$ cat src/rtl/vram_port_arbiter_pkg.sv
// Shared types and constants for the VRAM port arbiter.
//  - ili9341_color_t : 16-bit RGB565 pixel word stored in VRAM
//  - BLACK / WHITE   : common color constants
//  - DEF_*           : default display geometry and write starvation limit
//  - vram_aw()       : address width for a given VRAM depth
package vram_port_arbiter_pkg;

   typedef logic [15:0] ili9341_color_t;

   localparam ili9341_color_t BLACK = 16'h0000;
   localparam ili9341_color_t WHITE = 16'hFFFF;

   localparam int DEF_DISPLAY_WIDTH  = 240;
   localparam int DEF_DISPLAY_HEIGHT = 320;
   localparam int DEF_VRAM_L         = DEF_DISPLAY_WIDTH * DEF_DISPLAY_HEIGHT;
   localparam int DEF_MAX_WR_WAIT    = 8;

   function automatic int vram_aw(input int depth);
      return (depth > 1) ? $clog2(depth) : 1;
   endfunction

endpackage

$ cat src/rtl/vram_port_arbiter_clear_sweeper.sv
// Clear-screen address sequencer.
//  clk   in   system clock
//  rstb  in   synchronous reset, active low (aborts a sweep without a done pulse)
//  step  in   a clear write to addr is issued this cycle
//  addr  out  next VRAM address to clear
//  last  out  addr is the final VRAM word
//  done  out  one-cycle pulse the cycle after the final word is written
module vram_clear_sweeper
   import vram_port_arbiter_pkg::*;
#(
   parameter int VRAM_L = DEF_VRAM_L,
   parameter int AW     = vram_aw(VRAM_L)
) (
   input  logic          clk,
   input  logic          rstb,
   input  logic          step,
   output logic [AW-1:0] addr,
   output logic          last,
   output logic          done
);

   assign last = (addr == AW'(VRAM_L - 1));

   always_ff @(posedge clk) begin
      if (!rstb) begin
         addr <= '0;
         done <= 1'b0;
      end else begin
         done <= step & last;
         if (step) begin
            // wrap so the next sweep starts from the top of the frame
            addr <= last ? '0 : addr + AW'(1);
         end
      end
   end

endmodule

$ cat src/rtl/vram_port_arbiter.sv
// Single-port VRAM arbiter: display reads, paint writes and a clear-screen sweep
// share one block RAM access per clock.
//  clk, rstb            clock, synchronous active-low reset
//  rd_req/rd_addr       display read request; rd_ready = granted this cycle
//  rd_valid/rd_data     read data, one cycle after grant
//  wr_req/addr/data     paint write request; wr_ready = accepted this cycle
//  clear_start          pulse to start a full-frame clear
//  clear_busy/done      sweep in progress / one-cycle completion pulse
//  ram_*                block RAM port (1-cycle read latency)
module vram_port_arbiter
   import vram_port_arbiter_pkg::*;
#(
   parameter int             DISPLAY_WIDTH  = DEF_DISPLAY_WIDTH,
   parameter int             DISPLAY_HEIGHT = DEF_DISPLAY_HEIGHT,
   parameter int             VRAM_L         = DISPLAY_WIDTH * DISPLAY_HEIGHT,
   parameter int             AW             = vram_aw(VRAM_L),
   parameter ili9341_color_t CLEAR_COLOR    = BLACK,
   parameter int             MAX_WR_WAIT    = DEF_MAX_WR_WAIT
) (
   input  logic          clk,
   input  logic          rstb,
   input  logic          rd_req,
   input  logic [AW-1:0] rd_addr,
   output logic          rd_ready,
   output logic          rd_valid,
   output logic [15:0]   rd_data,
   input  logic          wr_req,
   input  logic [AW-1:0] wr_addr,
   input  logic [15:0]   wr_data,
   output logic          wr_ready,
   input  logic          clear_start,
   output logic          clear_busy,
   output logic          clear_done,
   output logic [AW-1:0] ram_addr,
   output logic          ram_wr_ena,
   output logic [15:0]   ram_wr_data,
   input  logic [15:0]   ram_rd_data
);

   typedef enum logic {S_IDLE, S_CLEAR} state_t;

   localparam int           WCW   = (MAX_WR_WAIT > 0) ? $clog2(MAX_WR_WAIT + 1) : 1;
   localparam logic [WCW-1:0] WMAX = WCW'(MAX_WR_WAIT);
   localparam logic [AW:0]  DEPTH = (AW + 1)'(VRAM_L);

   state_t          state, state_next;
   logic [WCW-1:0]  wait_cnt;
   logic            wr_starved;
   logic            rd_in_range, wr_in_range;
   logic            clear_step, clear_last;
   logic [AW-1:0]   clear_addr;
   logic            rd_oob_p1;

   assign wr_starved  = (wait_cnt == WMAX);
   assign rd_in_range = ({1'b0, rd_addr} < DEPTH);
   assign wr_in_range = ({1'b0, wr_addr} < DEPTH);
   assign clear_busy  = (state == S_CLEAR);

   vram_clear_sweeper #(
      .VRAM_L (VRAM_L),
      .AW     (AW)
   ) u_sweeper (
      .clk  (clk),
      .rstb (rstb),
      .step (clear_step),
      .addr (clear_addr),
      .last (clear_last),
      .done (clear_done)
   );

   always_comb begin
      rd_ready    = 1'b0;
      wr_ready    = 1'b0;
      ram_addr    = '0;
      ram_wr_ena  = 1'b0;
      ram_wr_data = BLACK;
      clear_step  = 1'b0;
      state_next  = state;
      // no grants while reset is asserted, whatever the requesters drive
      if (rstb) begin
         case (state)
            S_IDLE: begin
               if (rd_req && !wr_starved) begin
                  rd_ready = 1'b1;
                  ram_addr = rd_addr;
               end else if (wr_req) begin
                  // out-of-range writes are consumed but never reach the RAM
                  wr_ready    = 1'b1;
                  ram_addr    = wr_addr;
                  ram_wr_data = wr_data;
                  ram_wr_ena  = wr_in_range;
               end
               if (clear_start) begin
                  state_next = S_CLEAR;
               end
            end
            S_CLEAR: begin
               // reads keep priority; the sweep fills every idle slot
               if (rd_req) begin
                  rd_ready = 1'b1;
                  ram_addr = rd_addr;
               end else begin
                  clear_step  = 1'b1;
                  ram_addr    = clear_addr;
                  ram_wr_data = CLEAR_COLOR;
                  ram_wr_ena  = 1'b1;
                  if (clear_last) begin
                     state_next = S_IDLE;
                  end
               end
            end
            default: state_next = S_IDLE;
         endcase
      end
   end

   always_ff @(posedge clk) begin
      if (!rstb) begin
         state    <= S_IDLE;
         wait_cnt <= '0;
         rd_valid <= 1'b0;
      end else begin
         state    <= state_next;
         rd_valid <= rd_ready;
         if (wr_req && !wr_ready) begin
            if (!wr_starved) begin
               wait_cnt <= wait_cnt + WCW'(1);
            end
         end else begin
            wait_cnt <= '0;
         end
      end
   end

   // ---- stage p1: RAM read data returns ----
   always_ff @(posedge clk) begin
      rd_oob_p1 <= rd_ready & ~rd_in_range;
   end

   assign rd_data = rd_oob_p1 ? 16'h0000 : ram_rd_data;

endmodule

$ cat config.mk
export PLATFORM = sky130hd
export DESIGN_NAME = vram_port_arbiter
export DESIGN_NICKNAME = d
export VERILOG_FILES = /design/src/rtl/vram_port_arbiter_pkg.sv /design/src/rtl/vram_port_arbiter_clear_sweeper.sv /design/src/rtl/vram_port_arbiter.sv
export SDC_FILE = /design/constraint.sdc
export NUM_CORES = 1
export LEC_CHECK = 0
export ABC_AREA = 0
export CORE_MARGIN = 8
export CORE_UTILIZATION = 40
export DETAILED_ROUTE_END_ITERATION = 10
export PLACE_DENSITY = 0.92
export REMOVE_ABC_BUFFERS = 1
export SETUP_SLACK_MARGIN = 0.4
export SLEW_MARGIN = 20
export SYNTH_ARGS = -nofsm -noshare
export SYNTH_HDL_FRONTEND = slang
export SYNTH_SLANG_ARGS = --single-unit
$ cat constraint.sdc
create_clock -name clk -period 6.3 [get_ports clk]
set_clock_uncertainty 0.15 [all_clocks]
set_input_delay 1.26 -clock clk [delete_from_list [all_inputs] [get_ports clk]]
set_output_delay 1.26 -clock clk [all_outputs]
set_load 0.02 [all_outputs]
==> results of run 1 <==
-- cells in the mapped netlist (2+ instances only) --
| cell | count | area [sq um] |
|---|---|---|
| inv_1 | 4 | 15.0 |
| a21oi_1 | 10 | 50.1 |
| and2_1 | 16 | 100 |
| o21ai_0 | 4 | 20.0 |
| xnor2_1 | 6 | 52.6 |
| and3_1 | 2 | 12.5 |
| xor2_1 | 6 | 52.6 |
| nor2_1 | 55 | 206 |
| nand3_1 | 6 | 30.0 |
| a2111oi_0 | 17 | 149 |
| nand4_1 | 5 | 31.3 |
| nand2_1 | 26 | 97.6 |
| and4_1 | 2 | 17.5 |
| or4_4 | 2 | 22.5 |
| clkbuf_1 | 13 | 48.8 |
| nand3b_1 | 4 | 30.0 |
| nor3_1 | 3 | 15.0 |
| or3_1 | 2 | 12.5 |
| a211oi_1 | 17 | 128 |
| ha_1 | 3 | 37.5 |
| or4_1 | 2 | 15.0 |
| o31ai_1 | 3 | 22.5 |
| nor2b_1 | 19 | 119 |
| buf_1 | 2 | 7.51 |
| dfxtp_1 | 25 | 500 |
-- final cells by class --
type / count / area, sq um / area share
timing repair buffer: 128 / 1270 / 0.389
multi-input combinational: 224 / 1360 / 0.414
clock buffer: 4 / 45.0 / 0.0138
inverter: 4 / 15.0 / 0.00458
sequential: 25 / 500 / 0.153
tap: 67 / 83.8 / 0.0256
-- worst max-delay path: cells and delay by family --
kind,cells,cell delay [ns]
compound gates,2,0.66
buf+inv,3,1.77
simple gates,2,0.16
-- routing by layer --
metal	part of all wire	global-route usage
met1	0.41	0.221
met2	0.51	0.365
met3	0.071	0.0325
met4	0.0078	0.0414
met5	0	0
-- how the worst max path moves through the flow --
stage                        endpoint  slack, ns
after detailed placement  ram_addr[9]       1.15
after floorplan           ram_addr[0]       2.21
after global routing      ram_addr[9]       1.02
final                     ram_addr[9]       1.03
after global placement    ram_addr[8]       1.31
after CTS                 ram_addr[9]       1.11
-- registers in the layout, summed over array words and instances, names as in the netlist --
register / count
clear_busy: 1
u_sweeper.addr: 17
rd_valid: 1
rd_oob_p1: 1
u_sweeper.done: 1
wait_cnt: 4
-- layout by cell type (no fill, tap or decap), types with 3 or more instances in the layout --
cell type	n
nor2_1	55
clkdlybuf4s50_1	125
a2111oi_0	17
dfxtp_1	25
a211oi_1	17
nand3_1	6
xnor2_1	6
a21oi_1	10
o31ai_1	3
nand4_1	5
buf_4	3
nor3_1	3
nand2_1	26
ha_1	3
and2_1	16
nand3b_1	4
xor2_1	6
nor2b_1	19
inv_1	4
o21ai_0	4
clkbuf_8	3
-- where the power goes --
group | internal, mW | switching [mW]
Combinational | 0.0842 | 0.0703
Clock | 0.0453 | 0.0528
Sequential | 0.160 | 0.00286
-- kinds of logic after synthesis --
kind of cell | count (synthesis) | share of synthesized area
AO/OA/AOI/OAI | 56 | 0.217
XOR/XNOR | 12 | 0.0538
adder cells (fa/ha/maj) | 3 | 0.0192
buffers and inverters | 21 | 0.0487
flip-flops | 25 | 0.256
multiplexers | 2 | 0.0109
AND/OR/NAND/NOR | 151 | 0.394
-- through the flow --
step | setup slack [ns] | utilization
after detailed placement | 1.15 | 0.684
after global routing | 1.02 | 0.694
after floorplan | 2.21 | -
final | 1.03 | 0.694
after global placement | 1.31 | 0.684
after CTS | 1.11 | 0.694
==> summary.txt, run 1 <==
Detailed routing
  • Drt via density: ~5.3
  • Final wirelength: 7420 microns
  • DRC: 0
  • WL/cell: 16.4 microns
  • Routed vias: 2414
  • Post-route ant nets: 0
  • First-pass detailed-route iteration total: 4
  • DRT iter0 DRCs: 219

STA
  • Setup TNS: 0 ns
  • Hold Slack: 0.379 ns
  • Final Slew Violations: 0
  • Fmax: 190 MHz
  • Unrepaired setup endpoints after global routing: no
  • Tmin final: 5.27 ns
  • Setup-failing EPs final: 0
  • Final critical-path share of the clock period: 0.837
  • Final Hold Vio Count: 0
  • Max-slew headroom: 0.290
  • Worst slew pin tran: 1.06 ns

Min path
  • Worst Hold Endpoint: u_sweeper.addr[1]
  • Worst Hold Class: flip-flop to flip-flop
  • Worst Hold Launch: u_sweeper.addr[1]
  • Min-Delay Path Depth: 2

Finish
  • FILL cells: between 300 and 400
  • Non-Filler Instances: ~450
  • Share of cells above drive strength 1: 0.0390
  • Fin area: 3280 sq um
  • ANT cells: 0
  • Post-layout nets: 460
  • Synthesis-to-finish area growth: 67.7%

Critical path
  • CP Data Arrival Time: between 3 and 4 ns
  • Max incr delay on CP: roughly 0.8 ns
  • CP Launch Point: wr_req
  • Setup crit start kind: input port
  • R2R depth: 5
  • Reg-to-reg startpoint: clear_busy
  • Worst Setup End Kind: output pin
  • CP most frequent cell: clkdlybuf4s50_1
  • Req. time, crit path: 4.89 ns
  • Slowest CP cell: clkdlybuf4s50_1
  • Critical path class: input port to output pin
  • Critical Path Fanout Max: 14
  • FF-to-FF setup slack: 3.84 ns
  • Worst R2R End: u_sweeper.addr[16]
  • Worst-path cell chain: clkdlybuf4s50_1, buf_4, nand2_1, nor2_1, a211oi_1, a2111oi_0, clkdlybuf4s50_1

Clock tree
  • Largest buffer count on any clock path: 2
  • Post-CTS sizing: 0
  • Clk slew on worst S/H paths: about 0.09 ns
  • Num CTS Buffers: 3
  • CTS H-tree depth: 1
  • CTS tree: done
  • CTS Root Cell: clkbuf_8
  • Buffer count from post-CTS setup fixing: 0
  • CTS Hold Bufs: 0
  • Worst skew pair latency: 0.27 ns
  • Sink Count: 25

Synth
  • Top FF cell, synth: dfxtp_1
  • Ys async rst share: 0
  • Sequential area share after synthesis: 0.256
  • Cell area after synthesis: 1950 sq um
  • Synth Area per Inst: roughly 7.2 sq um
  • Seq cells post-synth: 25
  • EDFF count, synth: 0
  • Warnings from Yosys: 0
  • Syn Inst Count: 270
  • Synth unique cells: 41

Run status
  • Status: complete, no violations

Power
  • Power, Total: 0.415 mW
  • Power Density: 127 nW/um^2
  • Leak pwr: about 1.2 nW
  • Max VDD drop: 0.0754 mV

Floorplanning
  • Initial Util: 0.414
  • Core area: 4720 sq um
  • Die Height: 85.9 microns
  • Num rows: 25
  • Die width: 85.9 microns
  • Die area: around 7400 sq um
  • IO Count: 126

Global route
  • GRT Resource Usage Total: 0.195
  • First-pass GRT wire length: 11700 microns
  • Number of global-route vias before repair: 2399
  • Remaining global-route overflow: 0
  • Pin count of the biggest net entering global routing: 42
  • Initial antenna violation count: 0

Place
  • Detail Placement HPWL: 6020 microns
  • Placed Cells incl. Taps: about 450
  • IO buf count: 125
  • Post-DP Area: 3230 sq um
  • Routability cong.: 0.818

Flow run
  • Number of max-cap violations: 0
(Power assumes the default switching activity.)
==> run 2, diff against run 1 <==
- CORE_UTILIZATION: 40 -> 33
- PLACE_DENSITY: 0.92 -> 0.82
- clock period: 6.3 -> 4.65 ns (I/O delays scaled with it)
==> summary.txt, run 2 (synthesis results as in run 1) <==
Run status
  • Status: complete, no violations

Clock tree
  • CTS tree: done
  • CTS H-tree depth: 1 (unchanged)
  • Sink Count: 25 (unchanged)
  • Largest buffer count on any clock path: 2 (unchanged)
  • CTS Hold Bufs: 0 (unchanged)
  • Worst skew pair latency: 0.27 ns (about the same)
  • CTS Root Cell: clkbuf_8
  • Num CTS Buffers: 3 (unchanged)
  • Clk slew on worst S/H paths: 0.08 ns (about the same)

Place
  • IO buf count: 125 (unchanged)
  • Routability cong.: 0.807 (-1.4%)
  • Detail Placement HPWL: 6070 microns (+0.87%)

Critical path
  • CP most frequent cell: clkdlybuf4s50_1
  • Critical path class: input port to output pin
  • R2R depth: 5 (unchanged)
  • Worst R2R End: u_sweeper.addr[16]
  • CP Launch Point: wr_req
  • Critical Path Fanout Max: 8 (-6)
  • Worst-path cell chain: clkdlybuf4s50_1, nand2_1, nor2_1, a211oi_1, a2111oi_2, clkdlybuf4s50_1
  • Req. time, crit path: 3.57 ns (-1.32 ns)
  • Worst path bufs/invs: 2 (-1)
  • Setup crit start kind: input port
  • CP Data Arrival Time: 3.04 ns (-0.82 ns)
  • Slowest CP cell: clkdlybuf4s50_1
  • FF-to-FF setup slack: 2.21 ns (-1.63 ns)
  • Delay-heaviest family, CP: buffers and inverters
  • Worst Setup End Kind: output pin
  • Reg-to-reg startpoint: clear_busy
  • Max incr delay on CP: 0.71 ns (-0.09 ns)

STA
  • Worst slew pin tran: 0.732 ns (-0.329 ns)
  • Hold Slack: 0.366 ns (-0.0131 ns)
  • Max-slew headroom: 0.511 (+0.221)
  • Setup TNS: 0 ns (unchanged)
  • Final Slew Violations: 0 (unchanged)
  • Setup-failing EPs final: 0 (unchanged)
  • Final critical-path share of the clock period: 0.887
  • Final Hold Vio Count: 0 (unchanged)
  • Tmin final: 4.12 ns
  • Unrepaired setup endpoints after global routing: no
  • Fmax: 243 MHz

Min path
  • Min-Delay Path Depth: 2 (unchanged)
  • Worst Hold Launch: u_sweeper.addr[16]
  • Worst Hold Class: flip-flop to flip-flop
  • Worst Hold Endpoint: u_sweeper.addr[16]

Global route
  • Number of global-route vias before repair: 2410 (+0.46%)
  • First-pass GRT wire length: 11600 microns (-0.82%)
  • Pin count of the biggest net entering global routing: 43 (+2.4%)
  • GRT Resource Usage Total: 0.165 (-0.0295)
  • Remaining global-route overflow: 0 (unchanged)
  • Initial antenna violation count: 0 (unchanged)

Detailed routing
  • Routed vias: 2405 (-0.37%)
  • Post-route ant nets: 0 (unchanged)
  • Drt via density: 5.18 (-2.9%)
  • DRC: 0 (unchanged)
  • First-pass detailed-route iteration total: 4 (unchanged)
  • DRT iter0 DRCs: 131 (-40%)
  • Final wirelength: 7540 microns (+1.6%)
  • WL/cell: 16.3 microns (-1.0%)

Finish
  • Commonest non-fill, non-tap cell in the layout: clkdlybuf4s50_1
  • Synthesis-to-finish area growth: 72.8%
  • FILL cells: 540 (+42%)
  • Post-layout nets: 464 (+0.87%)
  • Top Registers: u_sweeper.addr (17), wait_cnt (4)
  • Multi-input gate area in the final layout: 1380 sq um (+1.4%)
  • Most frequent cells in the layout: 109 x clkdlybuf4s50_1, 54 x nor2_1, 26 x nand2_1
  • ANT cells: 0 (unchanged)
  • Seq. cell area: 500 sq um (unchanged)
  • Share of cells above drive strength 1: 0.0566 (+0.0176)
  • Max reg flops: 17 (unchanged)
  • Most flops, register: u_sweeper.addr

Power
  • Max VDD drop: 0.0836 mV (+11%)
  • Power Density: 167 nW/um^2 (+31%)
  • Leak pwr: 1.42 nW (+22%)
  • Power, Total: 0.563 mW (+35%)

Floorplanning
  • Num rows: 28 (+12%)
  • Die Height: 92.9 microns (+8.2%)
  • Die width: 92.9 microns (+8.2%)
  • Core area: 5820 sq um (+23%)
  • Initial Util: 0.336 (-0.0777)
  • Die area: 8640 sq um (+17%)
  • IO Count: 126 (unchanged)

Flow run
  • Number of max-cap violations: 0 (unchanged)
[run 2: routing by layer]
| metal | up-vias | global-route usage | wire (microns) |
|---|---|---|---|
| li1 | 1199 | - | - |
| met1 | 1079 | 0.186 | 3110 |
| met2 | 122 | 0.306 | 3690 |
| met3 | 5 | 0.0413 | 704 |
| met4 | 0 | 0.0309 | 38 |
| met5 | - | 0 | 0 |
[run 2: worst reg2reg max path, cell delays in order (launching register included)]
cell      delay, ns
dfxtp_1        0.40
buf_4          0.39
nand3b_1       0.30
or4_4          0.64
or3_1          0.36
a21oi_1        0.14
[run 2: worst max path at each step]
stage	depth (start not counted)	slack, ns	end
2_1_floorplan	2	0.89	ram_addr[0]
3_3_place_gp	6	0.32	ram_addr[16]
3_5_place_dp	6	0.30	ram_addr[16]
4_1_cts	7	0.40	ram_addr[15]
5_1_grt	6	0.41	ram_addr[16]
6_report	6	0.53	ram_addr[16]
[run 2: metrics by stage]
step	util	instance area, sq um	cells	setup slack, ns
2_1_floorplan	-	1870	253	0.893
3_3_place_gp	0.562	3270	460	0.321
3_5_place_dp	0.562	3270	460	0.298
4_1_cts	0.571	3320	464	0.401
5_1_grt	0.580	3370	464	0.409
6_report	0.580	3370	464	0.527
[run 2: what timing repair did]
item | CTS | global route
resized for setup | 2 | 19
setup buffers | 0 | 0
setup endpoints to repair | 1 | 23
pin swaps | 0 | 0
[run 2: power breakdown]
part           switching [mW]  internal, mW
clock                  0.0701        0.0615
sequential            0.00408         0.217
combinational          0.0950         0.115
total                   0.169         0.393
[run 2: cell type report]
class	instances	area share
multi-input cells	224	0.408
repair buffers	132	0.398
flip-flops and latches	25	0.148
well taps	75	0.0278
clock buffers	4	0.0133
inverters	4	0.00445
==> run 3, diff against run 2 <==
- PLACE_DENSITY: 0.82 -> not set
- PLACE_DENSITY_LB_ADDON: not set -> 0.12
==> summary.txt, run 3 (synthesis results as in run 1) <==
Global route
  • GRT Resource Usage Total: 0.174 (+0.00905)
  • GR Layer Usage met1: 0.212 (+0.0265)
  • Remaining global-route overflow: 0 (unchanged)
  • Pin count of the biggest net entering global routing: 23 (-47%)
  • Initial antenna violation count: 0 (unchanged)
  • GRT met2 Usage: 0.295 (-0.0107)
  • Number of global-route vias before repair: 2294 (-4.8%)
  • GR peak layer: met2
  • Met3 Resource Use GR: 0.0405 (-0.000809)
  • First-pass GRT wire length: 12200 microns (+4.7%)

Clock tree
  • Sink Count: 25 (unchanged)
  • CTS tree: done
  • Num CTS Buffers: 3 (unchanged)
  • Clk slew on worst S/H paths: 0.09 ns (about the same)
  • Post-CTS sizing: 1 (-1)
  • Worst skew pair latency: 0.26 ns (about the same)
  • CTS H-tree depth: 1 (unchanged)
  • CTS Hold Bufs: 0 (unchanged)
  • Largest buffer count on any clock path: 2 (unchanged)
  • Buffer count from post-CTS setup fixing: 0 (unchanged)
  • CTS Root Cell: clkbuf_8

Power
  • Power, Total: 0.560 mW (-0.53%)
  • Max VDD drop: 0.101 mV (+21%)
  • Clock power frac: 0.228 (-0.006)
  • Net Sw Frac: 0.296 (-0.00508)
  • NetSw: 0.166 mW (-2.2%)
  • Power Density: 168 nW/um^2 (+0.90%)
  • Comb power frac: 0.373 (about the same)
  • Reg power frac: 0.399 (+0.007)
  • Internal power: 0.394 mW (+0.20%)
  • Leak pwr: 1.18 nW (-16%)

Floorplanning
  • Die area: 8640 sq um (unchanged)
  • IO Count: 126 (unchanged)
  • Die Height: 92.9 microns (unchanged)
  • Die width: 92.9 microns (unchanged)
  • Core area: 5820 sq um (unchanged)
  • Initial Util: 0.336 (unchanged)
  • Num rows: 28 (unchanged)

STA
  • Fmax: 236 MHz (-2.6%)
  • Max-slew headroom: 0.532 (+0.0210)
  • Final Hold Vio Count: 0 (unchanged)
  • Final critical-path share of the clock period: 0.911 (+0.0239)
  • Setup TNS: 0 ns (unchanged)
  • Final Slew Violations: 0 (unchanged)
  • Worst slew pin tran: 0.701 ns (-0.0307 ns)
  • Setup-failing EPs final: 0 (unchanged)
  • Unrepaired setup endpoints after global routing: yes
  • Tmin final: 4.23 ns (+0.111 ns)

Flow run
  • Number of max-cap violations: 0 (unchanged)

Critical path
  • Reg-to-reg startpoint: clear_busy
  • Setup crit start kind: input port
  • CP most frequent cell: clkdlybuf4s50_1
  • Worst Setup End Kind: output pin
  • Critical Path Fanout Max: 22 (+14)
  • Max incr delay on CP: 0.71 ns (about the same)
  • CP Launch Point: rstb
  • Req. time, crit path: 3.57 ns (about the same)
  • CP Data Arrival Time: 3.15 ns (+0.11 ns)
  • Critical path class: input port to output pin
  • Slowest CP cell: clkdlybuf4s50_1
  • Worst-path cell chain: clkdlybuf4s50_1, inv_1, a2111oi_0, clkdlybuf4s50_1

Detailed routing
  • Drt via density: 5.12 (-1.2%)
  • Final wirelength: 7650 microns (+1.3%)
  • DRC: 0 (unchanged)
  • WL/cell: 16.5 microns (+1.3%)
  • First-pass detailed-route iteration total: 4 (unchanged)
  • DRT iter0 DRCs: 123 (-6.1%)
  • Post-route ant nets: 0 (unchanged)
  • Routed vias: 2377 (-1.2%)

Finish
  • Max reg flops: 17 (unchanged)
  • Synthesis-to-finish area growth: 70.3%
  • Fin area: 3330 sq um (-1.4%)
  • Final Core Density: 0.572 (-0.00818)
  • Most flops, register: u_sweeper.addr
  • Post-layout nets: 464 (unchanged)
  • ANT cells: 0 (unchanged)
  • Share of cells above drive strength 1: 0.0540 (-0.00257)
  • Non-Filler Instances: 464 (unchanged)
  • Most frequent cells in the layout: 124 x clkdlybuf4s50_1, 54 x nor2_1, 26 x nand2_1
  • Commonest non-fill, non-tap cell in the layout: clkdlybuf4s50_1
  • Top Registers: u_sweeper.addr (17), wait_cnt (4)

Run status
  • Status: complete, no violations

Place
  • IO buf count: 125 (unchanged)
  • Placed Cells incl. Taps: 460 (unchanged)
  • Routability cong.: 0.788 (-2.3%)
  • Detail Placement HPWL: 6200 microns (+2.1%)
  • Post-DP Area: 3270 sq um (unchanged)

Min path
  • Worst Hold Launch: u_sweeper.addr[16]
  • Worst Hold Class: flip-flop to flip-flop
-- run 3: cell count changes in the layout (fill, tap and decap cells not counted), sizes merged --
cell	delta
clkdlybuf4s15	+1
clkdlybuf4s50	+15
dlymetal6s2s	-16
-- run 3: area by class of cell --
type	instances	area [sq um]
clock buffer	4	45.0
inverter	4	15.0
multi-input combinational	224	1370
sequential	25	500
timing repair buffer	132	1300
tap	75	93.8
fill	579	2490
-- run 3: critical path: cells and delay by family --
family / cells / cell delay (ns)
compound gates: 1 / 0.55
buf+inv: 3 / 1.67
-- run 3: final timing paths --
kind,cells after the start,end,slack (ns)
max reg2reg,5,u_sweeper.addr[16],1.98
min reg2reg,2,u_sweeper.addr[16],0.37
min,2,u_sweeper.addr[16],0.37
max,4,ram_addr[15],0.42
-- run 3: power groups by stage --
| stage | clock [mW] | sequential, mW | combinational, mW |
|---|---|---|---|
| floorplan | 0 | 0.231 | 0.0754 |
| global placement | 0 | 0.228 | 0.208 |
| CTS | 0.132 | 0.223 | 0.210 |
| detailed placement | 0 | 0.228 | 0.210 |
| finish | 0.128 | 0.223 | 0.209 |
| global route | 0.141 | 0.224 | 0.226 |
-- run 3: layer usage --
layer / wire (microns) / vias up
met1: 3310 / 1045
li1: - / 1204
met4: 120 / 0
met3: 667 / 8
met5: 0 / -
met2: 3550 / 120
-- run 3: through the flow --
stage / hold slack [ns] / setup slack, ns
final: 0.366 / 0.416
after global routing: 0.402 / 0.287
after CTS: 0.374 / 0.472
after detailed placement: 0.358 / 0.234
after global placement: 0.348 / 0.280
after floorplan: 0.322 / 0.893
